**src/rtl/bldc_commutation_ctrl.sv**
```systemverilog
// Six-step hall commutation sequencer with dead time, fault latching and commutation count.
// Optional stall timer: define BLDC_STALL_DETECT_EN.
module bldc_commutation_ctrl #(
  parameter int DEAD_CYCLES  = 1024,
  parameter int DEAD_W       = 11,
  parameter int COUNT_W      = 16,
  parameter int STALL_CYCLES = 1_600_000
) (
  input  logic               clk,
  input  logic               reset,
  input  logic               enable,
  input  logic               dir,
  input  logic [2:0]         hall,
  input  logic               fault_n,
  input  logic               clear_fault,
  output logic               gha,
  output logic               gla,
  output logic               ghb,
  output logic               glb,
  output logic               ghc,
  output logic               glc,
  output logic [2:0]         state,
  output logic [2:0]         sector,
  output logic               fault,
  output logic [1:0]         fault_cause,
  output logic [COUNT_W-1:0] comm_count
);

  typedef enum logic [2:0] {
    S_IDLE  = 3'd0,
    S_DEAD  = 3'd1,
    S_DRIVE = 3'd2,
    S_FAULT = 3'd3,
    S_STALL = 3'd4
  } st_t;

  st_t               st;
  logic [2:0]        hall_m, hall_s;
  logic              flt_m, flt_s;
  logic [2:0]        sec_prev;
  logic              dir_prev;
  logic [DEAD_W-1:0] cnt;
  logic [5:0]        gates;
  logic [1:0]        cause;
  logic [COUNT_W-1:0] cc;
  logic              changed;
  logic              valid_step;
  logic              hall_err;

`ifdef BLDC_STALL_DETECT_EN
  localparam int TW = $clog2(STALL_CYCLES + 1);
  logic [TW-1:0] tmr;
`else
  logic unused_stall;
  assign unused_stall = (STALL_CYCLES != 0);
`endif

  // Fault is synchronized inverted so the cleared sync regs mean "no fault".
  always_ff @(posedge clk or posedge reset) begin
    if (reset) begin
      hall_m <= 3'b000;
      hall_s <= 3'b000;
      flt_m  <= 1'b0;
      flt_s  <= 1'b0;
    end else begin
      hall_m <= hall;
      hall_s <= hall_m;
      flt_m  <= ~fault_n;
      flt_s  <= flt_m;
    end
  end

  always_comb begin
    sector = 3'd7;
    unique case (hall_s)
      3'b101:  sector = 3'd0;
      3'b100:  sector = 3'd1;
      3'b110:  sector = 3'd2;
      3'b010:  sector = 3'd3;
      3'b011:  sector = 3'd4;
      3'b001:  sector = 3'd5;
      default: sector = 3'd7;
    endcase
  end

  // Pattern bits: {gha,gla,ghb,glb,ghc,glc}
  function automatic logic [5:0] pattern(input logic [2:0] s, input logic d);
    logic [5:0] p;
    p = 6'b000000;
    if (d) begin
      unique case (s)
        3'd0:    p = 6'b000110;
        3'd1:    p = 6'b100100;
        3'd2:    p = 6'b100001;
        3'd3:    p = 6'b001001;
        3'd4:    p = 6'b011000;
        3'd5:    p = 6'b010010;
        default: p = 6'b000000;
      endcase
    end else begin
      unique case (s)
        3'd0:    p = 6'b001001;
        3'd1:    p = 6'b011000;
        3'd2:    p = 6'b010010;
        3'd3:    p = 6'b000110;
        3'd4:    p = 6'b100100;
        3'd5:    p = 6'b100001;
        default: p = 6'b000000;
      endcase
    end
    return p;
  endfunction

  assign changed    = (sector != sec_prev) || (dir != dir_prev);
  assign valid_step = (sector != 3'd7) && (sec_prev != 3'd7) &&
                      (sector != sec_prev);
  assign hall_err   = (sector == 3'd7) &&
                      (st == S_DEAD || st == S_DRIVE || st == S_STALL);

  always_ff @(posedge clk or posedge reset) begin
    if (reset) begin
      st       <= S_IDLE;
      gates    <= 6'b000000;
      cnt      <= '0;
      cause    <= 2'b00;
      cc       <= '0;
      sec_prev <= 3'd7;
      dir_prev <= 1'b0;
`ifdef BLDC_STALL_DETECT_EN
      tmr      <= '0;
`endif
    end else begin
      sec_prev <= sector;
      dir_prev <= dir;
      gates    <= 6'b000000;
      if (valid_step && (st == S_DEAD || st == S_DRIVE))
        cc <= cc + 1'b1;
      if (flt_s || hall_err) begin
        st    <= S_FAULT;
        cause <= cause | {hall_err, flt_s};
      end else begin
        unique case (st)
          S_IDLE: begin
            if (enable && sector != 3'd7) begin
              st  <= S_DEAD;
              cnt <= DEAD_W'(DEAD_CYCLES);
            end
          end
          S_DEAD: begin
            if (!enable) begin
              st <= S_IDLE;
            end else if (changed) begin
              cnt <= DEAD_W'(DEAD_CYCLES);
            end else if (cnt == '0) begin
              st    <= S_DRIVE;
              gates <= pattern(sector, dir);
`ifdef BLDC_STALL_DETECT_EN
              tmr   <= '0;
`endif
            end else begin
              cnt <= cnt - 1'b1;
            end
          end
          S_DRIVE: begin
            if (!enable) begin
              st <= S_IDLE;
            end else if (changed) begin
              st  <= S_DEAD;
              cnt <= DEAD_W'(DEAD_CYCLES);
            end else begin
`ifdef BLDC_STALL_DETECT_EN
              if (tmr == TW'(STALL_CYCLES - 1)) begin
                st <= S_STALL;
              end else begin
                tmr   <= tmr + 1'b1;
                gates <= pattern(sector, dir);
              end
`else
              gates <= pattern(sector, dir);
`endif
            end
          end
          S_FAULT: begin
            if (clear_fault && sector != 3'd7) begin
              st    <= S_IDLE;
              cause <= 2'b00;
            end
          end
          S_STALL: begin
            if (clear_fault || !enable)
              st <= S_IDLE;
          end
          default: st <= S_IDLE;
        endcase
      end
    end
  end

  assign {gha, gla, ghb, glb, ghc, glc} = gates;
  assign state       = st;
  assign fault       = (st == S_FAULT) || (st == S_STALL);
  assign fault_cause = cause;
  assign comm_count  = cc;

endmodule

```
**config.mk**
```make
export PLATFORM = sky130hd
export DESIGN_NAME = bldc_commutation_ctrl
export DESIGN_NICKNAME = d
export VERILOG_FILES = /design/src/rtl/bldc_commutation_ctrl.sv
export SDC_FILE = /design/constraint.sdc
export NUM_CORES = 1
export LEC_CHECK = 0
export ABC_AREA = 1
export BUFFER_PORTS_ARGS = -buffer_cell sky130_fd_sc_hd__buf_2
export CAP_MARGIN = 20
export CORE_MARGIN = 8
export CORE_UTILIZATION = 43
export DETAILED_ROUTE_END_ITERATION = 7
export GPL_TIMING_DRIVEN = 0
export PLACE_DENSITY = 0.68
export REMOVE_ABC_BUFFERS = 1
export SKIP_CTS_REPAIR_TIMING = 1
export SYNTH_ARGS = -nofsm -noshare
export SYNTH_HDL_FRONTEND = slang
export SYNTH_SLANG_ARGS = --single-unit
export TNS_END_PERCENT = 50
```
**constraint.sdc**
```tcl
create_clock -name clk -period 1.9 [get_ports clk]
set_input_delay 0.57 -clock clk [delete_from_list [all_inputs] [get_ports clk]]
set_output_delay 0.57 -clock clk [all_outputs]
set_load 0.01 [all_outputs]
```
==> results.sh <==
export IMPL_run_status="complete, no violations"
export IMPL_clk_path_buf_depth=2
export IMPL_n_antenna_cell=0
export IMPL_setup_worst_path_start_class="register"
export IMPL_synth_top_family_by_area="simple AND/OR/NAND/NOR gates"
export IMPL_maxCapViolations=0
export IMPL_die_area_mm2=0.00918
export IMPL_hp_class="input port to async pin"
export IMPL_setup_tns_ps=0
export IMPL_place_congestion=0.833
export IMPL_synth_xor_xnor_area_share_pct=7.36
export IMPL_cts_tree="yes"
export IMPL_finalCritPeriodShare_pct=97.7
export IMPL_fin_crit_ps=1860
export IMPL_cp_arrival_ps=1290
export IMPL_avgViaCountPerCell=5.03
export IMPL_antenna_found_initial=0
export IMPL_skew_ps=7.28
export IMPL_hold_viol_final=0
export IMPL_syn_avg_cell_area_um2=7.78
export IMPL_clkTransAtPathRegs_ps=90
export IMPL_timing_fmax_mhz=539
export IMPL_area_growth_synth_to_final_pct=21.7
export IMPL_grt_max_degree=40
export IMPL_detail_route_antenna_nets=0
export IMPL_nets=417
export IMPL_synth_compound_area_share_pct=5.07
export IMPL_routed_wl_mm=6.05
export IMPL_rsz0062_at_grt="true"
export IMPL_portBuffers=38
export IMPL_synthSimpleGateAreaFrac_pct=31.5
export IMPL_slew_headroom_pct=60.2
export IMPL_drt_iter0_markers=112
export IMPL_cts_num_sinks=49
export IMPL_crit_path_end_kind="output pin"
export IMPL_io_pins=40
export IMPL_routedWlPerCell_um=12.6
export IMPL_ir_worst_vdd_mv=0.709
export IMPL_power_leakage_nw=1.67
export IMPL_cts_buffers=5
export IMPL_hold_ws_ps=189
export IMPL_worstPathMaxFanout=4
export IMPL_worst_pin_slew_ps=592
export IMPL_rows=29
export IMPL_power_density_mw_per_mm2=1090
export IMPL_root_buffer="clkbuf_8"
export IMPL_r2r_slack_ps=90
export IMPL_drive_gt1_share_pct=26.8
export IMPL_synth_cell_area_mm2=0.00274
export IMPL_crit_required_ps=1330
export IMPL_drt_first_pass_iters=4
export IMPL_final_common_cell="nand2_1"
export IMPL_ys_seq_area_share_pct=44.9
export IMPL_synthCells=352
export IMPL_coreArea_mm2=0.00624
export IMPL_synthTopCellsByArea="dfrtp_1 (42%), nand2_1 (12%), xor2_1 (6.4%), inv_1 (5.6%), nor2_1 (5.3%)"
export IMPL_setup_viol=0
export IMPL_ys_ff_latch=49
export IMPL_synth_cell_types=31
export IMPL_fp_dieH_um=95.8
export IMPL_crit_type="register to output pin"
export IMPL_h_tree_depth=2
export IMPL_synthAdderAreaFrac_pct=2.74
export IMPL_grt_pass1_vias=2124
export IMPL_drcViolationCount=0
export IMPL_slew_viol_final=0
export IMPL_yosys_area_top_type="dfrtp_1"
export IMPL_grt_first_pass_wirelength_mm=9.77
export IMPL_grt_ovfl_total=0
export IMPL_start_util_pct=43.9
export IMPL_muxShareOfSynthArea_pct=0
export IMPL_grt_use_total_pct=13.2
export IMPL_most_common_layout_cells="nand2_1 (83), dfrtp_1 (43), buf_2 (38), inv_1 (37), nor2_1 (32)"
export IMPL_post_dp_hpwl_mm=4.25
export IMPL_vias=2416
export IMPL_die_x_um=95.8
export IMPL_synth_top_area_share_pct=42.0
export IMPL_yosys_warnings=0
export IMPL_clk_latency_ps=300
[critical path, stage by stage (launching register included)]
cell and delay (ps):
dfrtp_2 450, inv_2 70, nand2_1 110, nand3_2 130, nand2_2 80, buf_2 140
[cells by family (layout without fill, tap and decap cells)]
group / after synthesis / after routing
and+or+nand+nor: 192 / 195
buffers and inverters: 54 / 102
DFF: 49 / 49
AOI/OAI and AO/OA: 27 / 27
xor gates and xnor gates: 23 / 23
adders and majority gates: 6 / 6
other: 1 / 1
[per-layer routing]
layer	part of all wire, %	GRT usage, %	up-vias
li1	-	-	1215
met1	45	17.0	1144
met2	50	21.3	48
met3	3.6	3.35	9
met4	1.3	3.97	0
met5	0	0	-
[power breakdown]
part,internal (mW),leakage (nW),switching (mW)
Sequential,1.19,0.626,0.163
Combinational,0.642,1.00,1.03
Clock,0.260,0.0374,0.350
[path summary, 6_finish.rpt]
check	startpoint	depth (start not counted)	end
max reg2reg	state[0]	10	cnt[8]
min in group clk	hall_m[1]	0	hall_s[1]
max in group asynchronous	reset	3	sec_prev[0]
min reg2reg	hall_m[1]	0	hall_s[1]
max	hall_s[1]	5	sector[0]
min	reset	2	comm_count[8]
[cell usage after synthesis]
cell      number
buf_6          2
nand3_1       21
xnor2_1        3
inv_1         41
inv_2          4
nand2_1       91
nand4_1       13
buf_4          1
dfrtp_1       46
o21ai_1       11
clkbuf_1       2
nor3_1        10
nand3_2        2
clkinv_2       1
ha_1           6
nor2_4         1
nor4_1         3
nand2_2        7
nor2_2         2
conb_1         1
xor2_1        20
clkinv_1       1
nand3b_1       1
o21ai_0       14
nor2_1        39
dfstp_2        3
buf_2          2
a22o_1         1
nor3b_1        1
nand3_4        1
a21oi_1        1
[final cells by class]
class / instances / area, um^2
repair buffers: 47 / 270
clock inverters: 2 / 15.0
multi-input cells: 252 / 1460
flip-flops and latches: 49 / 1230
well taps: 77 / 96.3
inverters: 47 / 179
fillers: 595 / 2910
clock buffers: 6 / 72.6
[metrics by stage]
step | instance area (um^2) | setup WS (ps) | std cells | power [mW] | util [%]
finish | 3330 | 44.0 | 480 | 3.64 | 53.4
global route | 3330 | -62.5 | 480 | 3.95 | 53.4
CTS | 3080 | -344 | 469 | 3.32 | 49.4
detailed placement | 3000 | -330 | 461 | 2.69 | 48.0
global placement | 2980 | -494 | 460 | 2.67 | 47.7
floorplan | 2690 | 52.6 | 345 | 2.33 | -
[flip-flops by register name, indices dropped and copies added, names as in the netlist]
name / count
hall_s: 3
sec_prev: 3
hall_m: 3
flt_m: 1
gates: 6
cnt: 11
fault_cause: 2
dir_prev: 1
comm_count: 16
flt_s: 1
state: 2
Power figures use the tool's default switching activity.
